[src/rtl/mem_access_ctrl.sv]
// Memory-stage access controller: drives data cache Rd/Wr requests, holds them
// until cache_Done, stalls the pipeline, and flags misaligned/illegal/timed-out accesses.
module mem_access_ctrl #(
  parameter int TIMEOUT = 64
) (
  input  logic        clk,
  input  logic        rst,
  input  logic        MemRead,
  input  logic        MemWrite,
  input  logic [15:0] ALU_res,
  input  logic [15:0] write_data,
  output logic [15:0] cache_Addr,
  output logic [15:0] cache_DataIn,
  output logic        cache_Rd,
  output logic        cache_Wr,
  input  logic [15:0] cache_DataOut,
  input  logic        cache_Done,
  input  logic        cache_Err,
  output logic [15:0] mem_data,
  output logic        mem_stall,
  output logic        mem_err,
  output logic [15:0] rd_count,
  output logic [15:0] wr_count
);

  // state  | meaning
  // S_IDLE | inputs pass through to the cache; hits complete here
  // S_BUSY | miss outstanding, cache driven from latched request
  // S_ERR  | sticky error, requests blocked until rst
  typedef enum logic [1:0] {S_IDLE, S_BUSY, S_ERR} state_t;

  localparam logic [15:0] TMO_LAST = 16'(TIMEOUT - 1);

  state_t      r_state, w_next;
  logic [15:0] r_addr, r_wdata, r_data, r_tmo, r_rd_cnt, r_wr_cnt;
  logic        r_rd, r_wr;
  logic        w_req, w_illegal, w_latch, w_done_rd, w_done_wr;

  assign w_req     = MemRead | MemWrite;
  assign w_illegal = (MemRead & MemWrite) | (w_req & ALU_res[0]);

  always_comb begin
    w_next       = r_state;
    w_latch      = 1'b0;
    w_done_rd    = 1'b0;
    w_done_wr    = 1'b0;
    cache_Addr   = ALU_res;
    cache_DataIn = write_data;
    cache_Rd     = MemRead;
    cache_Wr     = MemWrite;
    mem_stall    = 1'b0;
    case (r_state)
      S_IDLE: begin
        mem_stall = w_req & ~cache_Done;
        if (w_illegal) begin
          cache_Rd = 1'b0;
          cache_Wr = 1'b0;
          w_next   = S_ERR;
        end else if (w_req) begin
          if (cache_Err) begin
            w_next = S_ERR;
          end else if (cache_Done) begin
            w_done_rd = MemRead;
            w_done_wr = MemWrite;
          end else begin
            w_latch = 1'b1;
            w_next  = S_BUSY;
          end
        end
      end
      S_BUSY: begin
        cache_Addr   = r_addr;
        cache_DataIn = r_wdata;
        cache_Rd     = r_rd;
        cache_Wr     = r_wr;
        mem_stall    = ~cache_Done;
        if (cache_Err) begin
          w_next = S_ERR;
        end else if (cache_Done) begin
          w_done_rd = r_rd;
          w_done_wr = r_wr;
          w_next    = S_IDLE;
        end else if (r_tmo == TMO_LAST) begin
          w_next = S_ERR;
        end
      end
      S_ERR: begin
        cache_Rd  = 1'b0;
        cache_Wr  = 1'b0;
        mem_stall = 1'b1;
      end
      default: w_next = S_IDLE;
    endcase
    // Reset must abort an outstanding request without waiting for a clock edge.
    if (rst) begin
      cache_Rd = 1'b0;
      cache_Wr = 1'b0;
    end
  end

  always_ff @(posedge clk or posedge rst) begin
    if (rst) begin
      r_state  <= S_IDLE;
      r_addr   <= '0;
      r_wdata  <= '0;
      r_rd     <= 1'b0;
      r_wr     <= 1'b0;
      r_data   <= '0;
      r_tmo    <= '0;
      r_rd_cnt <= '0;
      r_wr_cnt <= '0;
    end else begin
      r_state <= w_next;
      if (w_latch) begin
        r_addr  <= ALU_res;
        r_wdata <= write_data;
        r_rd    <= MemRead;
        r_wr    <= MemWrite;
      end
      if (w_done_rd) begin
        r_data <= cache_DataOut;
        if (r_rd_cnt != 16'hFFFF) r_rd_cnt <= r_rd_cnt + 16'd1;
      end
      if (w_done_wr && r_wr_cnt != 16'hFFFF) r_wr_cnt <= r_wr_cnt + 16'd1;
      if (w_latch)                r_tmo <= '0;
      else if (r_state == S_BUSY) r_tmo <= r_tmo + 16'd1;
    end
  end

  assign mem_data = w_done_rd ? cache_DataOut : r_data;
  assign mem_err  = (r_state == S_ERR);
  assign rd_count = r_rd_cnt;
  assign wr_count = r_wr_cnt;

endmodule

[config.mk]
export PLATFORM = sky130hd
export DESIGN_NAME = mem_access_ctrl
export DESIGN_NICKNAME = d
export VERILOG_FILES = /design/src/rtl/mem_access_ctrl.sv
export SDC_FILE = /design/constraint.sdc
export NUM_CORES = 1
export LEC_CHECK = 0
export BUFFER_PORTS_ARGS = -buffer_cell sky130_fd_sc_hd__buf_4
export CAP_MARGIN = 30
export CORE_ASPECT_RATIO = 1.75
export CORE_MARGIN = 2
export CORE_UTILIZATION = 53
export DETAILED_ROUTE_END_ITERATION = 8
export GPL_TIMING_DRIVEN = 0
export PLACE_DENSITY = 0.85
export SLEW_MARGIN = 25
export SYNTH_ARGS = -nofsm -noshare
export SYNTH_HDL_FRONTEND = slang
export SYNTH_SLANG_ARGS = --single-unit
[constraint.sdc]
create_clock -name clk -period 4.2 [get_ports clk]
set_input_delay 0.84 -clock clk [delete_from_list [all_inputs] [get_ports clk]]
set_output_delay 0.84 -clock clk [all_outputs]
set_load 0.02 [all_outputs]
* After elaboration in Yosys (flattened, before gate mapping)
Cells that the tools add are included. Widths: inputs -> output; s select.
Cells by class: shift-type cells 0, equality and inequality tests 8, reductions and logical operators 5, multipliers 0, bitwise logic cells 7, muxes and demuxes 39, divide/modulo/power cells 0, magnitude comparators 0, $add $sub $neg 3
Operators with widths (count):
- $mux 16 | 5
- $add 16x1->16 const B | 3
- $ne 16x16->1 const B | 2
- $mux 1 | 21
- $eq 16x6->1 const B | 1
- $mux 2 | 7
- $pmux 1 s3 | 3
- $ne 4x4->1 const B | 2
- $pmux 2 s3 | 1
- $pmux 1 s2 | 2
- $reduce_and 4->1 | 1
- $and 1x1->1 | 3
- $ne 3x3->1 const B | 1
- $eq 2x1->1 const B | 1
- $eq 2x2->1 const B | 1
- $logic_not 2->1 | 1
- $not 1->1 | 2
- $or 1x1->1 | 2
- $reduce_and 2->1 | 1
- $reduce_bool 2->1 | 1
- $logic_and 1x1->1 | 1
Word-level totals: bits in registers 100, memories 0, memory bits (read-only) 0, memory bits (writable) 0, bits of input ports 54, latch bits 0, output and inout bits 84, logic and storage cells 71

* Longest topological paths before layout
Gate-level depths: netlist (run 1).
depth in word-level cells 6, gate-level depth with buffers 7, mapped depth without buffers 5

* Worst setup path before layout (run 1)
No wires, ideal clock.
path kind input to output, start point input port MemWrite, end point output port mem_data[10], stages on the path 6, buffers on the path 2, required time 3.360 ns, path slack 1.036 ns, data arrival time 2.324 ns, path through buf_6 > or4b_4 > a21oi_2 > clkbuf_1 > nand2_1 > nand2_1
On the way: word-level cells in the longest chain between the ends 6, elaborated cells between the ends (all ways) 8, those cells by class mux: 4; bitwise: 4
RTL lines:
- from (decl) | line 9 | input logic MemWrite,
- $or 1x1->1 | line 39 | assign w_req = MemRead | MemWrite;
- $and 1x1->1 | line 40 | assign w_illegal = (MemRead & MemWrite) | (w_req & ALU_res[0]);
- $or 1x1->1 | line 40
- $mux 1 (*) | line 55 | if (w_illegal) begin
- $pmux 1 s2 (*) | line 52 | case (r_state)
- $mux 16 (*)
- to (decl) | line 19 | output logic [15:0] mem_data,
Mark *: on every way between the ends. The rest lies on a longest branch, timed or not.

* Final worst setup path (run 1)
start point input port cache_Err, end point output port mem_data[10]
On the way: word-level cells in the longest chain between the ends 5, elaborated cells between the ends (all ways) 6, those cells by class mux: 6
RTL lines:
- from (decl) | line 18 | input logic cache_Err,
- $mux 1 | line 60 | if (cache_Err) begin
- $mux 1 | line 59 | end else if (w_req) begin
- $mux 1 | line 55
- $pmux 1 s2 (*) | line 52
- $mux 16 (*)
Marked as above.

==> results of run 1 <==
metal layers:
layer / part of all wire / wire, um / vias to the layer above
met3: 0.047 / 569 / 24
met2: 0.55 / 6750 / 116
li1: - / - / 2050
met1: 0.37 / 4540 / 2062
met5: 0 / 0 / -
met4: 0.027 / 326 / 0
cell usage after synthesis (6+ instances only):
cell type  count  share of area
xor2_1        24          0.042
inv_1          7         0.0053
nand2_1      158           0.12
nor4_1         9          0.011
nand3_1       15          0.015
dfrtp_1      100           0.50
a21oi_1        8         0.0081
nor2_1        19          0.014
xnor2_1       19          0.034
mux2_2        34          0.077
clkbuf_1      19          0.014
nand4_1       20          0.025
nor3_1        15          0.015
and3_1         6         0.0076
logic make-up (layout without fill, tap and decap cells):
| kind of cell | after synthesis | count (layout) | share of synthesized area |
|---|---|---|---|
| compound gates | 27 | 27 | 0.0368 |
| buf+inv | 33 | 186 | 0.0295 |
| xor+xnor | 43 | 43 | 0.0759 |
| simple gates | 274 | 274 | 0.266 |
| fa+ha+maj | 3 | 3 | 0.00757 |
| flops | 100 | 100 | 0.505 |
| mux | 35 | 35 | 0.0792 |
through the flow:
step | setup TNS (ns) | area, sq um | instances | power (mW) | hold slack, ns
after floorplan | 0 | 4960 | 515 | 1.09 | 0.464
after global placement | -35.93 | 6130 | 771 | 1.18 | 0.456
after detailed placement | 0 | 6160 | 772 | 1.19 | 0.459
after CTS | 0 | 6490 | 788 | 2.08 | 0.478
after global routing | 0 | 6490 | 788 | 2.14 | 0.495
final | 0 | 6490 | 788 | 2.07 | 0.478
report_power, final:
group          switching (mW)  total, mW  internal (mW)
combinational           0.102      0.186         0.0846
sequential             0.0128      0.989          0.976
clock                   0.354      0.892          0.538
total                   0.469       2.07           1.60
sequential cells by signal, indices dropped and copies added (netlist names):
register / cells
r_addr: 16
r_data: 16
r_tmo: 16
r_wdata: 16
rd_count: 16
wr_count: 16
r_state: 2
r_rd: 1
r_wr: 1
final timing paths:
kind / from / end / cells after the start
setup / recovery: cache_Err / mem_data[10] / 8
hold / removal: r_data[12] / r_data[12] / 2
setup reg to reg: rd_count[0] / rd_count[9] / 6
hold reg to reg: r_data[12] / r_data[12] / 2
max in group asynchronous: rst / r_wdata[3] / 3
min in group asynchronous: rst / wr_count[9] / 2
critical path: cells and delay by family:
kind | cells | cell delay [ns]
AOI/OAI and AO/OA | 1 | 0.37
buffers and inverters | 4 | 0.86
and+or+nand+nor | 3 | 0.59
final cells by class:
type,instances,share of cell area
plain buffers,26,0.0185
clock buffers,10,0.0368
clock inverters,6,0.0133
inverters,7,0.00482
multi-input cells,382,0.356
flip-flops and latches,100,0.386
well taps,120,0.0231
repair buffers,137,0.162
==> flow_metrics.py, run 1 <==
metrics = {
    "synth": {
        "ys_types": 47,
        "seq_area_frac_synth": 0.505,
        "synthesis.area_sq_um": 4960,
        "synth-async-reset-ratio": 1.00,
        "syn_nets": 572,
        "syn_area_per_cell_sq_um": 9.63,
        "yosys_most_used_dff": "dfrtp_1",
        "synthCells": 515,
        "synth_edf_count": 0,
        "synth_seq_cells": 100,
        "yosysWarnings": 0,
    },
    "sta": {
        "slew_violations": 0,
        "rsz0062_at_grt": "false",
        "post-route-period-util": 0.839,
        "min_period_ns": 3.52,
        "setup_slack_ns": 0.677,
        "hold_violations": 0,
        "fmax_mhz": 284,
        "max_slew.worst_pin.slew_ns": 0.854,
        "setup_violations": 0,
        "slew_headroom": 0.426,
        "skew_ns": 0.00754,
    },
    "setup_path": {
        "critPathLaunchType": "input port",
        "ff2ff_setup_slack_ns": 1.72,
        "cp.arrival_ns": 2.68,
        "cp_cell_sequence": "buf_4 -> or3b_1 -> clkbuf_1 -> a21oi_2 -> clkbuf_1 -> nand2_1 -> nand2_1 -> buf_4",
        "cpPeakStageDelay_ns": 0.41,
        "cp_max_fo": 10,
        "worstPathRequired_ns": 3.36,
        "path_class": "in -> out",
        "critPathSlowestCell": "clkbuf_1",
        "cp-end-kind": "primary output",
    },
    "layout": {
        "drive_gt1_frac": 0.307,
        "post-route-util": 0.714,
        "layout_common_cells": "nand2_1, buf_4, dfrtp_1",
        "multi_input_area_sq_um": 2310,
        "mostFrequentLayoutCell": "nand2_1",
        "fillers": 713,
        "regArea_sq_um": 2500,
        "antennaDiodeCount": 0,
        "nNetsFinal": 720,
        "syn_to_final_growth_pct": 30.8,
    },
    "global_routing": {
        "grt_usage": 0.249,
        "grt_start_max_net_pins": 54,
        "grt_pass1_vias": 4416,
        "grt_pass1_wl_um": 20600,
        "met2_usage": 0.447,
        "grt_util_met3": 0.0507,
        "grt_overflow": 0,
        "antenna_found_initial": 0,
        "grt_use_met1": 0.278,
        "busiest_layer": "met2",
    },
    "clock_tree": {
        "h-tree-depth": 3,
        "cts_buffer_depth": 2,
        "clk_pin_slew_ns": 0.07,
        "cts_tree": "yes",
        "hold_buffers": 0,
        "post_cts_buffers": 0,
        "cts.sinks": 100,
        "insertion_delay_ns": 0.34,
        "cts-root-buf": "clkbuf_16",
        "cts_resized": 0,
        "numCtsBuffers": 9,
    },
    "hold_path": {
        "hp-class": "reg -> reg",
    },
    "detailed_routing": {
        "routed_via_density": 5.40,
        "vias": 4252,
        "routed_wl_um": 12200,
        "drc_errors": 0,
        "final_antenna_net_count": 0,
        "drtPass1Iterations": 4,
        "drt_first_iter_violations": 165,
        "wl_per_cell_um": 15.5,
    },
    "power": {
        "power-per-cell-area_nw_per_um2": 319,
        "peakVddDrop_mv": 0.281,
        "p_leak_nw": 3.23,
    },
    "floorplanning": {
        "die_width_um": 77.1,
        "die-area_sq_um": 10200,
        "initial_utilization": 0.545,
        "fp.dieH_um": 132,
        "core_sq_um": 9090,
        "rows": 46,
        "io_pins": 138,
    },
    "run_status": {
        "status": "completed",
    },
    "place": {
        "io_buffers": 136,
        "dp_hpwl_um": 9270,
        "dp_slack_ns": 0.689,
        "gp_congestion": 0.835,
    },
    "job": {
        "maxCapViolCount": 0,
    },
}
(Power assumes the default switching activity.)
==> run 2: changes to the inputs <==
--- a/config.mk
+++ b/config.mk
@@ -9,10 +9,10 @@
 export CAP_MARGIN = 30
 export CORE_ASPECT_RATIO = 1.75
 export CORE_MARGIN = 2
-export CORE_UTILIZATION = 53
+export CORE_UTILIZATION = 47
 export DETAILED_ROUTE_END_ITERATION = 8
 export GPL_TIMING_DRIVEN = 0
-export PLACE_DENSITY = 0.85
+export PLACE_DENSITY = 0.8
 export SLEW_MARGIN = 25
 export SYNTH_ARGS = -nofsm -noshare
 export SYNTH_HDL_FRONTEND = slang
==> constraint.sdc (replaced) <==
create_clock -name clk -period 2.9 [get_ports clk]
set_input_delay 0.58 -clock clk [delete_from_list [all_inputs] [get_ports clk]]
set_output_delay 0.58 -clock clk [all_outputs]
set_load 0.02 [all_outputs]
==> flow_metrics.py, run 2 (synthesis gave the netlist of run 1 again) <==
metrics = {
    "global_routing": {
        "grt_start_max_net_pins": 34,
        "grt_overflow": 0,
        "antenna_found_initial": 0,
        "grt_pass1_vias": 4396,
        "grt_usage": 0.228,
        "grt_pass1_wl_um": 20700,
    },
    "setup_path": {
        "timing.rr.end": "rd_count[2]",
        "critPathLaunchType": "flip-flop",
        "cp_max_fo": 19,
        "worstPathRequired_ns": 2.32,
        "ff2ff_path_depth": 6,
        "cp.arrival_ns": 2.19,
        "cpPeakStageDelay_ns": 0.42,
        "crit_buf_inv": 3,
        "path_class": "reg -> out",
        "crit_family": "buffers and inverters",
        "r2r-start": "rd_count[0]",
        "cpMostUsedCell": "nand2_1",
        "cp_cell_sequence": "or3b_1 -> clkbuf_1 -> a21o_1 -> clkbuf_4 -> nand2_1 -> nand2_1 -> buf_4",
        "ff2ff_setup_slack_ns": 0.41,
        "cp-end-kind": "primary output",
        "critPathSlowestCell": "dfrtp_1",
    },
    "detailed_routing": {
        "routed_via_density": 5.38,
        "drc_errors": 0,
        "routed_wl_um": 12400,
        "wl_per_cell_um": 15.6,
        "vias": 4287,
        "drtPass1Iterations": 4,
        "drt_first_iter_violations": 216,
        "final_antenna_net_count": 0,
    },
    "clock_tree": {
        "cts_tree": "yes",
        "hold_buffers": 0,
        "h-tree-depth": 3,
        "cts_buffer_depth": 2,
        "clk_pin_slew_ns": 0.07,
        "cts-root-buf": "clkbuf_16",
        "cts.sinks": 100,
        "numCtsBuffers": 9,
        "insertion_delay_ns": 0.34,
    },
    "layout": {
        "regArea_sq_um": 2500,
        "post-route-util": 0.634,
        "antennaDiodeCount": 0,
        "drive_gt1_frac": 0.319,
        "syn_to_final_growth_pct": 31.6,
        "nNetsFinal": 722,
        "layout_common_cells": "nand2_1, buf_4, dfrtp_1",
        "fillers": 832,
        "multi_input_area_sq_um": 2320,
        "mostFrequentLayoutCell": "nand2_1",
    },
    "sta": {
        "slew_violations": 0,
        "min_period_ns": 2.77,
        "slew_headroom": 0.421,
        "max_slew.worst_pin.slew_ns": 0.861,
        "setup_violations": 0,
        "fin_tns_setup_ns": 0,
        "post-route-period-util": 0.956,
        "rsz0062_at_grt": "false",
        "skew_ns": 0.00635,
        "hold_violations": 0,
        "fmax_mhz": 361,
    },
    "hold_path": {
        "hp-class": "in -> async",
    },
    "place": {
        "dp_hpwl_um": 9370,
        "io_buffers": 136,
        "gp_congestion": 0.855,
    },
    "floorplanning": {
        "die_width_um": 81.7,
        "initial_utilization": 0.482,
        "rows": 49,
        "fp.dieH_um": 140,
        "die-area_sq_um": 11400,
        "io_pins": 138,
        "core_sq_um": 10300,
    },
    "power": {
        "peakVddDrop_mv": 0.410,
        "power-per-cell-area_nw_per_um2": 438,
        "p_leak_nw": 3.26,
    },
    "run_status": {
        "status": "completed",
    },
    "job": {
        "maxCapViolCount": 0,
    },
}
## run 2: repair_timing
item,CTS,global route
pin swaps,0,1
gates resized for setup,2,9
buffers inserted,0,2
setup endpoints to repair,40,41
## run 2: area by class of cell
cell class,count,share of cell area
Clock inverter,7,0.00862
Tap cell,127,0.0243
Timing Repair Buffer,141,0.171
Buffer,24,0.0186
Inverter,7,0.00460
Sequential cell,100,0.383
Multi-Input combinational cell,382,0.355
Clock buffer,9,0.0345
## run 2: worst max path at each step
stage / startpoint / endpoint / slack, ns / depth (start not counted)
floorplan: MemWrite / mem_data[10] / 0.26 / 6
global placement: MemWrite / mem_data[12] / -0.13 / 7
detailed placement: MemWrite / mem_data[8] / -0.17 / 7
CTS: r_state[0] / cache_Addr[7] / 0.02 / 7
global route: r_state[1] / mem_data[2] / 0.006 / 7
finish: r_state[1] / mem_data[13] / 0.13 / 7
## run 2: report_power, final
group	total (mW)	internal (mW)	leakage, nW	switching (mW)
registers	1.43	1.41	1.28	0.0183
clock network	1.15	0.595	0.137	0.556
logic	0.276	0.128	1.84	0.148
## run 2: per-layer routing
layer | share of wire | global-route usage | wire length [um]
met3 | 0.045 | 0.0412 | 562
met2 | 0.55 | 0.406 | 6860
met1 | 0.38 | 0.262 | 4740
met4 | 0.022 | 0.0947 | 273
met5 | 0 | 0 | 0
## run 2: worst register-to-register path, stage by stage (launching register included)
cell	delay, ns
dfrtp_1	0.46
ha_1	0.23
nand4_1	0.33
nor4_1	0.77
buf_4	0.34
nor3b_1	0.09
xor2_1	0.15
## run 2: through the flow
stage | setup WS [ns] | hold WS (ns) | std cells | area, sq um | total power, mW
2_1_floorplan | 0.256 | 0.464 | 515 | 4960 | 1.57
3_3_place_gp | -0.128 | 0.457 | 778 | 6140 | 1.72
3_5_place_dp | -0.166 | 0.462 | 781 | 6210 | 1.74
4_1_cts | 0.0227 | 0.298 | 795 | 6490 | 2.88
5_1_grt | 0.00574 | 0.321 | 797 | 6530 | 2.96
6_report | 0.127 | 0.291 | 797 | 6530 | 2.86
==> run 3: changes to the inputs <==
--- a/config.mk
+++ b/config.mk
@@ -9,10 +9,11 @@
 export CAP_MARGIN = 30
 export CORE_ASPECT_RATIO = 1.75
 export CORE_MARGIN = 2
-export CORE_UTILIZATION = 47
+export CORE_UTILIZATION = 49
+export CTS_BUF_LIST = sky130_fd_sc_hd__clkbuf_8
 export DETAILED_ROUTE_END_ITERATION = 8
 export GPL_TIMING_DRIVEN = 0
-export PLACE_DENSITY = 0.8
+export PLACE_DENSITY = 0.83
 export SLEW_MARGIN = 25
 export SYNTH_ARGS = -nofsm -noshare
 export SYNTH_HDL_FRONTEND = slang
==> flow_metrics.py, run 3 (synthesis gave the netlist of run 1 again) <==
metrics = {
    "setup_path": {
        "r2r-start": "rd_count[0]",
        "critPathLaunchType": "flip-flop",
        "cpMostUsedCell": "nand2_1",
        "ff2ff_setup_slack_ns": 0.41,
        "worstPathRequired_ns": 2.32,
        "cpPeakStageDelay_ns": 0.56,
        "cp_max_fo": 19,
        "cp_cell_sequence": "or4b_4 -> a21o_1 -> clkbuf_4 -> nand2_1 -> nand2_1 -> buf_4",
        "critPathSlowestCell": "or4b_4",
        "cp.arrival_ns": 2.21,
        "crit_buf_inv": 2,
        "crit_family": "simple AND/OR/NAND/NOR gates",
        "timing.rr.end": "rd_count[5]",
        "cp-end-kind": "primary output",
        "ff2ff_path_depth": 6,
        "path_class": "reg -> out",
    },
    "detailed_routing": {
        "wl_per_cell_um": 15.3,
        "drtPass1Iterations": 4,
        "routed_wl_um": 12200,
        "drc_errors": 0,
        "wl_met3_um": 552,
        "drt_first_iter_violations": 168,
        "top_layer_used": "met4",
        "met1_length_um": 4530,
        "routed_via_density": 5.36,
        "final_antenna_net_count": 0,
        "vias": 4260,
        "wl_met2_um": 6850,
    },
    "place": {
        "io_buffers": 136,
        "placed_area_sq_um": 6200,
        "gp_congestion": 0.906,
        "dp_hpwl_um": 9340,
    },
    "run_status": {
        "status": "completed",
    },
    "floorplanning": {
        "fp.dieH_um": 137,
        "core_sq_um": 9850,
        "io_pins": 138,
        "initial_utilization": 0.504,
        "die-area_sq_um": 11000,
        "rows": 48,
        "die_width_um": 80.1,
    },
    "power": {
        "peakVddDrop_mv": 0.310,
        "p_total_mw": 2.66,
        "p_leak_nw": 3.22,
        "power-per-cell-area_nw_per_um2": 412,
    },
    "clock_tree": {
        "cts_buffer_depth": 2,
        "clk_pin_slew_ns": 0.10,
        "hold_buffers": 0,
        "insertion_delay_ns": 0.37,
        "cts.sinks": 100,
        "numCtsBuffers": 9,
        "cts-root-buf": "clkbuf_8",
        "cts_tree": "yes",
        "h-tree-depth": 3,
    },
    "global_routing": {
        "grt_usage": 0.229,
        "grt_pass1_wl_um": 19900,
        "grt_pass1_vias": 4351,
        "grt_start_max_net_pins": 33,
        "antenna_found_initial": 0,
        "grt_overflow": 0,
    },
    "layout": {
        "layout_common_cells": "nand2_1, buf_4, dfrtp_1",
        "final_cell_area_sq_um": 6450,
        "fillers": 813,
        "mostFrequentLayoutCell": "nand2_1",
        "multi_input_area_sq_um": 2320,
        "syn_to_final_growth_pct": 30.1,
        "antennaDiodeCount": 0,
        "drive_gt1_frac": 0.318,
        "nNetsFinal": 722,
        "regArea_sq_um": 2500,
    },
    "sta": {
        "slew_violations": 0,
        "min_period_ns": 2.79,
        "fmax_mhz": 359,
        "setup_violations": 0,
        "post-route-period-util": 0.961,
        "max_slew.worst_pin.slew_ns": 0.889,
        "slew_headroom": 0.402,
        "skew_ns": 0.0151,
        "hold_violations": 0,
    },
    "job": {
        "maxCapViolCount": 0,
    },
    "hold_path": {
        "hp-class": "in -> async",
    },
}
[run 3: changes by cell type in the layout (fill, tap and decap cells not counted), sizes merged]
| cell | change |
|---|---|
| clkbuf | +1 |
| clkinv | +1 |
| inv | -2 |
| bufinv | +1 |
| clkinvlp | -1 |
[run 3: layer usage]
layer | vias up | track usage
li1 | 2051 | -
met1 | 2077 | 0.248
met2 | 116 | 0.426
met3 | 16 | 0.0455
met4 | 0 | 0.0932
met5 | - | 0
[run 3: worst max path at each step]
| stage | start | to | slack [ns] | depth (start not counted) |
|---|---|---|---|---|
| global route | r_state[1] | mem_data[15] | -0.03 | 7 |
| CTS | r_state[0] | mem_data[8] | 0.07 | 6 |
| finish | r_state[0] | mem_data[15] | 0.11 | 6 |
| global placement | MemWrite | mem_data[14] | -0.13 | 7 |
| detailed placement | MemWrite | mem_data[8] | -0.16 | 7 |
| floorplan | MemWrite | mem_data[10] | 0.26 | 6 |
[run 3: metrics by stage]
step,setup WS [ns],cells,util,setup TNS (ns),hold slack (ns)
after global placement,-0.129,776,0.623,-1.19,0.458
after global routing,-0.0310,795,0.655,-0.0522,0.167
final,0.114,795,0.655,0,0.179
after floorplan,0.256,515,-,0,0.464
after detailed placement,-0.155,779,0.630,-1.35,0.463
after CTS,0.0724,793,0.652,0,0.169
[run 3: layout make-up]
cell class / count / area share
sequential: 100 / 0.388
multi-input combinational: 382 / 0.359
clock buffer: 10 / 0.0213
inverter: 7 / 0.00465
timing repair buffer: 141 / 0.172
tap: 125 / 0.0242
buffer: 24 / 0.0186
clock inverter: 6 / 0.0122
[run 3: worst register-to-register path, cell delays in order, from the launching register on]
cell and delay [ns]:
dfrtp_1 0.47, ha_1 0.23, nand4_1 0.31, nor4_1 0.77, buf_4 0.34, nor3_1 0.09
xor2_1 0.16
[run 3: repair_timing]
action / in CTS / in global routing
hold endpoints to repair: 0 / 0
setup buffers: 0 / 2
pin swaps: 0 / 1
gates resized for setup: 5 / 1
setup endpoints to repair: 40 / 11
[run 3: power breakdown]
| part | switching, mW | leakage, nW | internal, mW |
|---|---|---|---|
| Combinational | 0.148 | 1.84 | 0.127 |
| Sequential | 0.0184 | 1.28 | 1.41 |
| Clock | 0.516 | 0.110 | 0.440 |
